`config.mk`:
```
export PLATFORM = sky130hd
export DESIGN_NAME = vc_buffer
export DESIGN_NICKNAME = d
export VERILOG_FILES = /design/src/rtl/vc_buffer.sv
export SDC_FILE = /design/constraint.sdc
export NUM_CORES = 1
export LEC_CHECK = 0
export CORE_MARGIN = 5
export CORE_UTILIZATION = 35
export DETAILED_ROUTE_END_ITERATION = 8
export PLACE_DENSITY = 0.62
export RECOVER_POWER = 25
export REMOVE_ABC_BUFFERS = 1
export SYNTH_ARGS = -nofsm -noshare
export SYNTH_HDL_FRONTEND = slang
export SYNTH_SLANG_ARGS = --single-unit
```
`constraint.sdc`:
```
create_clock -name clk -period 2.87 [get_ports clk]
set_input_delay 0.4305 -clock clk [delete_from_list [all_inputs] [get_ports clk]]
set_output_delay 0.4305 -clock clk [all_outputs]
set_load 0.02 [all_outputs]
```
`src/rtl/vc_buffer.sv`:
```
// Multi-VC flit buffer: NUM_VC independent circular FIFOs sharing one write and one read port.
// Define VC_BUFFER_FWFT_EN for a combinational first-word-fall-through read path (default: registered data_out).
module vc_buffer #(
    parameter  int DATA_WIDTH = 8,
    parameter  int RAM_DEPTH  = 8,
    parameter  int NUM_VC     = 2,
    localparam int VW         = (NUM_VC > 1) ? $clog2(NUM_VC) : 1,
    localparam int CW         = $clog2(RAM_DEPTH + 1)
) (
    input  logic                   clk,
    input  logic                   rst,
    input  logic                   wr_en,
    input  logic [VW-1:0]          wr_vc,
    input  logic [DATA_WIDTH-1:0]  data_in,
    input  logic                   rd_en,
    input  logic [VW-1:0]          rd_vc,
    output logic [DATA_WIDTH-1:0]  data_out,
    output logic [NUM_VC-1:0]      full,
    output logic [NUM_VC-1:0]      empty,
    output logic [NUM_VC*CW-1:0]   count,
    output logic [NUM_VC-1:0]      credit_out,
    output logic                   ovf_err,
    output logic                   udf_err
);

    localparam int PW = $clog2(RAM_DEPTH);
    localparam int NV = 1 << VW;

    logic [DATA_WIDTH-1:0] r_mem    [NUM_VC][RAM_DEPTH];
    logic [PW-1:0]         r_wr_ptr [NUM_VC];
    logic [PW-1:0]         r_rd_ptr [NUM_VC];
    logic [CW-1:0]         r_cnt    [NUM_VC];
    logic [CW-1:0]         w_cnt_nxt[NUM_VC];
    logic [NUM_VC-1:0]     r_full;
    logic [NUM_VC-1:0]     r_empty;
    logic [NUM_VC-1:0]     r_credit;
    logic                  r_ovf;
    logic                  r_udf;

    logic [NV-1:0]         w_full_ext;
    logic [NV-1:0]         w_empty_ext;
    logic                  w_wr_ok;
    logic                  w_rd_ok;
    logic [NUM_VC-1:0]     w_wr_hit;
    logic [NUM_VC-1:0]     w_rd_hit;
    logic [DATA_WIDTH-1:0] w_head;

    // Unused VC codes look permanently full and empty, so such accesses are refused and flagged.
    for (genvar g = 0; g < NV; g++) begin : g_status
        if (g < NUM_VC) begin : g_real
            assign w_full_ext[g]  = r_full[g];
            assign w_empty_ext[g] = r_empty[g];
        end else begin : g_oor
            assign w_full_ext[g]  = 1'b1;
            assign w_empty_ext[g] = 1'b1;
        end
    end

    assign w_wr_ok = wr_en & ~w_full_ext[wr_vc];
    assign w_rd_ok = rd_en & ~w_empty_ext[rd_vc];

    // Per-VC accept strobes and head-of-queue mux for the selected read VC.
    always_comb begin
        w_wr_hit = '0;
        w_rd_hit = '0;
        w_head   = '0;
        for (int v = 0; v < NUM_VC; v++) begin
            w_wr_hit[v] = w_wr_ok & (wr_vc == VW'(v));
            w_rd_hit[v] = w_rd_ok & (rd_vc == VW'(v));
            w_head      = w_head | ({DATA_WIDTH{rd_vc == VW'(v)}} & r_mem[v][r_rd_ptr[v]]);
        end
    end

    // Next occupancy per VC; a simultaneous push and pop leaves it unchanged.
    always_comb begin
        for (int v = 0; v < NUM_VC; v++) begin
            w_cnt_nxt[v] = r_cnt[v];
            case ({w_wr_hit[v], w_rd_hit[v]})
                2'b10:   w_cnt_nxt[v] = r_cnt[v] + CW'(1);
                2'b01:   w_cnt_nxt[v] = r_cnt[v] - CW'(1);
                default: w_cnt_nxt[v] = r_cnt[v];
            endcase
        end
    end

    // Pointers, occupancy, status flags, credits and sticky error flags.
    always_ff @(posedge clk or negedge rst) begin
        if (!rst) begin
            for (int v = 0; v < NUM_VC; v++) begin
                r_wr_ptr[v] <= '0;
                r_rd_ptr[v] <= '0;
                r_cnt[v]    <= '0;
            end
            r_full   <= '0;
            r_empty  <= '1;
            r_credit <= '0;
            r_ovf    <= 1'b0;
            r_udf    <= 1'b0;
        end else begin
            for (int v = 0; v < NUM_VC; v++) begin
                if (w_wr_hit[v]) r_wr_ptr[v] <= r_wr_ptr[v] + PW'(1);
                if (w_rd_hit[v]) r_rd_ptr[v] <= r_rd_ptr[v] + PW'(1);
                r_cnt[v]   <= w_cnt_nxt[v];
                r_full[v]  <= (w_cnt_nxt[v] == CW'(RAM_DEPTH));
                r_empty[v] <= (w_cnt_nxt[v] == CW'(0));
            end
            r_credit <= w_rd_hit;
            r_ovf    <= r_ovf | (wr_en & ~w_wr_ok);
            r_udf    <= r_udf | (rd_en & ~w_rd_ok);
        end
    end

    // Flit storage; intentionally not reset, stale contents are unreachable after pointers clear.
    always_ff @(posedge clk) begin
        for (int v = 0; v < NUM_VC; v++) begin
            if (w_wr_hit[v]) r_mem[v][r_wr_ptr[v]] <= data_in;
        end
    end

`ifdef VC_BUFFER_FWFT_EN
    assign data_out = w_empty_ext[rd_vc] ? '0 : w_head;
`else
    logic [DATA_WIDTH-1:0] r_data_out;

    // Read data register: captures the head flit on an accepted read, holds otherwise.
    always_ff @(posedge clk or negedge rst) begin
        if (!rst) begin
            r_data_out <= '0;
        end else if (w_rd_ok) begin
            r_data_out <= w_head;
        end
    end

    assign data_out = r_data_out;
`endif

    for (genvar g = 0; g < NUM_VC; g++) begin : g_count
        assign count[g*CW +: CW] = r_cnt[g];
    end

    assign full       = r_full;
    assign empty      = r_empty;
    assign credit_out = r_credit;
    assign ovf_err    = r_ovf;
    assign udf_err    = r_udf;

endmodule

```
==> run metrics, run 1 <==
ant diodes=0; crit-path max FO=5; PwrDens=978.1 mW/mm²; num ports=38; clk_lat worst skew=410 ps; Die X=148.1 µm; Critical-path top delay cell=clkdlybuf4s50_1; Post-CTS Setup Bufs=0; CP endpoint kind=flip-flop; Crit path max-delay family=simple AND/OR/NAND/NOR gates; core area=0.01877 mm²; routed vias/inst=4.847; Hold Worst Slack=458.8 ps; failing checks=max-capacitance violations, max-slew violations; critical path arrival=2820 ps; Slew Limit Headroom=-33.21%; worst clock skew=8.113 ps; sequential area share after synthesis=71.12%; met1 GRT Util=14.37%; CTS H-tree depth=4; Hold Crit Class=reg2reg; Pre-antenna DRT Iters=4; final design utilization=42.76%; CTS tree=built; layout cells sized above 1=19.78%; placed cells=667; Iter 0 DRT Violations=167; antenna violations before repair=0; Top Usage Layer GRT=met2; global placer's final weighted congestion=0.7392; setup_tns=0 ps; Post-Synthesis Cell Area=0.006675 mm²; GR Util met2=20.51%; Final min period=2467 ps; die area=0.02193 mm²; #FFs+latches synth=164; Final Net Count=474; CP peak stage delay=510 ps; Async SR Flop Fraction=21.95%; hold buffers post-CTS=0; area share of the largest cell type after synthesis=57.58%; Routed WL=12.09 mm; max-cap viol count=1; worst endpoint required time=3220 ps; Clock transition at path regs=60 ps; Worst VDD drop=431.6 µV; Cell Count, Final, Fillers Out=699; DR vias=3388; leakage=2.856 nW; Residual DRC=0; post-synthesis cell count=390; area grow syn2layout=20.22%; Distinct cells, synth=52; Setup CP Type=in2reg; GRT Util Overall=11.76%; TritonCTS Buffers=17; Clock Root Buffer=clkbuf_16; worst-path cell chain=clkdlybuf4s50_1 > or3b_1 > nor2_2 > xor2_1 > ha_1 > nor3b_1 > nand2b_1 > mux2i_1 > o21ba_1; Slew @ Worst Pin=1998 ps; final hold vios=0; maximum number of pins on one net before global-route repair=37; Post-synth EDFFs=128; RSZ-0062 raised after global routing=false; clk buf depth=2; YS warnings=0; post-route clock period utilization=85.95%; Std-Cell Rows=50; DP HPWL=8.479 mm; final setup fails=0; Layout fillers=1661; f_max=0.4054 GHz; I/O Buffers=37; Final Max Tran Viols=37; post_cts resized=0; Syn Area/Cell=17.12 µm²; ANT nets after route=0; Congestion Overflow GR=0; drt wl/cell=17.29 µm; first-pass GRT wire length=19.59 mm; area leader, netlist=edfxtp_1; M3 GR Usage=2.559%; Critical Path Start Type=input pin; Bufs and invs on worst path=1; vias in the first global route=3586; Starting Density=35.57%; clk sink count=164; synth top area cells=edfxtp_1, dfrtp_1, mux4_2; most used flip-flop cell after synthesis=edfxtp_1; DIE HEIGHT=148.1 µm; status=complete, but fails checks
kinds of logic (layout without fill, tap and decap cells):
group / Yosys count / after routing / share of synthesized area, %
AOI/OAI and AO/OA: 39 / 39 / 4.311
xor gates and xnor gates: 18 / 18 / 2.793
adders and majority gates: 8 / 8 / 1.500
buffers and inverters: 24 / 99 / 1.781
DFF: 164 / 164 / 71.12
muxes: 53 / 53 / 12.15
and+or+nand+nor: 84 / 84 / 6.355
power breakdown:
group          switching [mW]  internal [mW]  total (mW)
clock network           0.897           1.38        2.28
logic                    1.03           1.14        2.18
registers               0.441           2.96        3.40
state kept, by name, indices dropped and copies added (netlist names):
register / cells
count: 8
full: 2
credit_out: 2
r_rd_ptr: 6
r_wr_ptr: 6
udf_err: 1
data_out: 8
empty: 2
r_mem: 128
ovf_err: 1
placed cells by master (no fill, tap or decap), types with 2 or more instances in the layout:
cell               n
clkbuf_16         17
bufinv_16          3
edfxtp_1         128
o21ai_0            8
inv_1              5
dfrtp_1           34
a2111oi_0          2
nor2_2             2
mux4_2            22
inv_6              4
nor2b_1            6
a22oi_1            2
clkdlybuf4s50_1   32
mux2i_1           27
and3b_1            2
dlygate4sd3_1      4
o211ai_1           6
a21oi_1            4
nand2b_1           9
xor2_1             4
clkinv_2           5
xnor2_1           11
xor2_2             2
a32oi_1            2
buf_4             22
nor2_1            16
clkbuf_1           2
mux2_2             4
ha_1               8
nor3_1             5
a221oi_1           7
nand2_1           33
cell type report:
type | instances | area [µm²] | area share (%)
flip-flops and latches | 164 | 4747 | 59.15
clock inverters | 14 | 172.7 | 2.152
inverters | 7 | 27.53 | 0.3430
repair buffers | 60 | 549.3 | 6.844
multi-input cells | 202 | 1807 | 22.51
well taps | 234 | 292.8 | 3.648
clock buffers | 18 | 429.2 | 5.348
metal layers:
layer | wire length (µm) | share of wire (%) | up-vias
met5 | 0 | 0 | -
met4 | 169 | 1.4 | 0
met3 | 256 | 2.1 | 14
met2 | 6328 | 52 | 34
met1 | 5334 | 44 | 1717
li1 | - | - | 1623
worst paths after layout:
kind,cells after the start,slack (ps),startpoint,endpoint
max,9,400,rd_en,empty[0]
min,1,460,udf_err,udf_err
max reg2reg,8,570,empty[0],empty[0]
min reg2reg,1,460,udf_err,udf_err
max in group asynchronous,1,1140,rst,credit_out[0]
min in group asynchronous,1,580,rst,r_wr_ptr[2]
worst register-to-register path, delay by kind of cell (launching register included):
kind,cells,cell delay (ps)
multiplexers,1,200
AO/OA/AOI/OAI,1,180
XOR/XNOR,1,160
AND/OR/NAND/NOR,4,1060
adder cells (fa/ha/maj),1,250
flip-flops,1,380
cell usage after synthesis, types with 5 or more instances:
| cell | n |
|---|---|
| a221oi_1 | 7 |
| clkbuf_1 | 6 |
| dfrtp_1 | 34 |
| edfxtp_1 | 128 |
| ha_1 | 8 |
| inv_1 | 5 |
| mux2i_1 | 27 |
| mux4_2 | 22 |
| nand2_1 | 33 |
| nand2b_1 | 9 |
| nor2_1 | 16 |
| nor2b_1 | 6 |
| nor3_1 | 5 |
| o211ai_1 | 6 |
| o21ai_0 | 8 |
| xnor2_1 | 11 |
stage by stage:
stage | power [mW] | setup WS (ps) | cell area, µm²
2_1_floorplan | 4.796 | 604.1 | 6584
3_3_place_gp | 5.627 | 165.2 | 7427
3_5_place_dp | 5.688 | 38.40 | 7427
4_1_cts | 7.975 | 483.3 | 8029
5_1_grt | 8.301 | 199.5 | 8025
6_report | 7.849 | 403.2 | 8025
Note: power is estimated with default switching activity, not from simulation.
==> run 2, diff against run 1 <==
CORE_MARGIN = default   (was 5)
==> run 2 against run 1 <==
Net effect: the flow finishes with violations (design-rule violations, max-capacitance violations, max-slew violations); highest routed layer unchanged; first-iteration DRC count up 32%; sequential power is essentially flat; setup slack gained 150 ps; total power is 0.18% lower; count of clock-buffer cells in the layout up 1; core utilization grew 0.076 points; clock power hardly changed; hold slack better by 8.6 ps.
==> run metrics, run 2 (synthesized netlist as in run 1, its figures left out) <==
status=complete, but fails checks; failing checks=design-rule violations, max-capacitance violations, max-slew violations; setup_tns=0 ps; Post-CTS Setup Bufs=0; most frequent cells in the layout=edfxtp_1, dfrtp_1, nand2_1, clkdlybuf4s50_1, mux2i_1; commonest non-fill, non-tap cell in the layout=edfxtp_1; Final Net Count=474; RSZ-0062 raised after global routing=false; ant diodes=0; worst endpoint required time=3210 ps; Critical Path Start Type=input pin; die area=0.01963 mm²; Iter 0 DRT Violations=220; routed vias/inst=4.931; clk_lat worst skew=420 ps; final design utilization=42.84%; Setup CP Type=in2reg; maximum number of pins on one net before global-route repair=37; Final Max Tran Viols=37; crit-path max FO=5; CTS tree=built; TritonCTS Buffers=17; DP HPWL=8.353 mm; Hold Crit Class=reg2reg; layout cells sized above 1=19.40%; leakage=2.841 nW; DIE HEIGHT=140.1 µm; Slew Limit Headroom=-35.08%; core area=0.01871 mm²; post_cts resized=0; Worst VDD drop=476.6 µV; area grow syn2layout=20.04%; hold buffers post-CTS=0; CTS H-tree depth=4; drt wl/cell=17.74 µm; ANT nets after route=0; max-cap viol count=1; CP endpoint kind=flip-flop; Std-Cell Rows=50; Clock Root Buffer=clkbuf_16; Routed WL=12.39 mm; Final min period=2319 ps; worst clock skew=7.761 ps; first-pass GRT wire length=19.95 mm; vias in the first global route=3627; Slew @ Worst Pin=2026 ps; clk buf depth=2; DR vias=3442; max FFs per register=128; Residual DRC=1; final setup fails=0; Hold Worst Slack=467.5 ps; Die X=140.1 µm; post-route clock period utilization=80.82%; critical path arrival=2660 ps; final hold vios=0; global placer's final weighted congestion=0.7419; GRT Util Overall=13.71%; Pre-antenna DRT Iters=6; Starting Density=35.69%; I/O Buffers=37; antenna violations before repair=0; Layout fillers=1618; PwrDens=977.8 mW/mm²; clk sink count=164; num ports=38; Congestion Overflow GR=0; Clock transition at path regs=60 ps; f_max=0.4311 GHz
==> run 2: cell types whose count changed in the layout (fill, tap and decap cells not counted), sizes merged <==
cell	before	now
clkinvlp	1	2
inv	11	9
dlygate4sd3	4	5
clkinv	6	5
clkdlybuf4s50	32	31
clkbuf	19	20
==> run 2: worst paths after layout <==
| path | cells after the start | slack, ps | from | to |
|---|---|---|---|---|
| max | 10 | 550 | wr_vc | empty[1] |
| min | 1 | 470 | udf_err | udf_err |
| max reg2reg | 9 | 660 | empty[1] | empty[1] |
| min reg2reg | 1 | 470 | udf_err | udf_err |
| max in group asynchronous | 1 | 1120 | rst | r_rd_ptr[0] |
| min in group asynchronous | 1 | 590 | rst | count[4] |
==> run 2: area by class of cell <==
type / count / area (µm²) / area share [%]
Inverter: 7 / 27.53 / 0.3435
Sequential cell: 164 / 4747 / 59.24
Tap cell: 234 / 292.8 / 3.654
Multi-Input combinational cell: 202 / 1809 / 22.58
Clock buffer: 19 / 432.9 / 5.403
Timing Repair Buffer: 60 / 549.3 / 6.855
Clock inverter: 12 / 153.9 / 1.921
==> run 2: per-stage QoR <==
stage / setup slack (ps) / power, mW / instances / cell area [µm²]
3_3_place_gp: 191.1 / 5.613 / 667 / 7427
4_1_cts: 568.5 / 7.941 / 698 / 8014
3_5_place_dp: 135.3 / 5.684 / 667 / 7427
2_1_floorplan: 604.1 / 4.796 / 373 / 6584
5_1_grt: 386.0 / 8.244 / 698 / 8013
6_report: 550.5 / 7.835 / 698 / 8013
==> run 2: metal layers <==
metal / track usage, % / part of all wire, %
met4: 5.321 / 1.1
met1: 16.81 / 43
met5: 0 / 0
met3: 2.838 / 2.8
met2: 23.76 / 53
==> run 2: power breakdown <==
group	total [mW]	switching, mW	leakage, nW	internal [mW]
sequential	3.40	0.450	1.59	2.96
combinational	2.18	1.04	0.972	1.14
clock	2.25	0.882	0.282	1.37
==> run 2: critical path, cell delays in order <==
cell	delay, ps
dlygate4sd3_1	590
and3b_1	230
inv_2	90
nand2_1	110
xnor2_1	140
ha_1	180
a21oi_1	230
xnor3_1	270
o31a_1	280
nor2_1	120
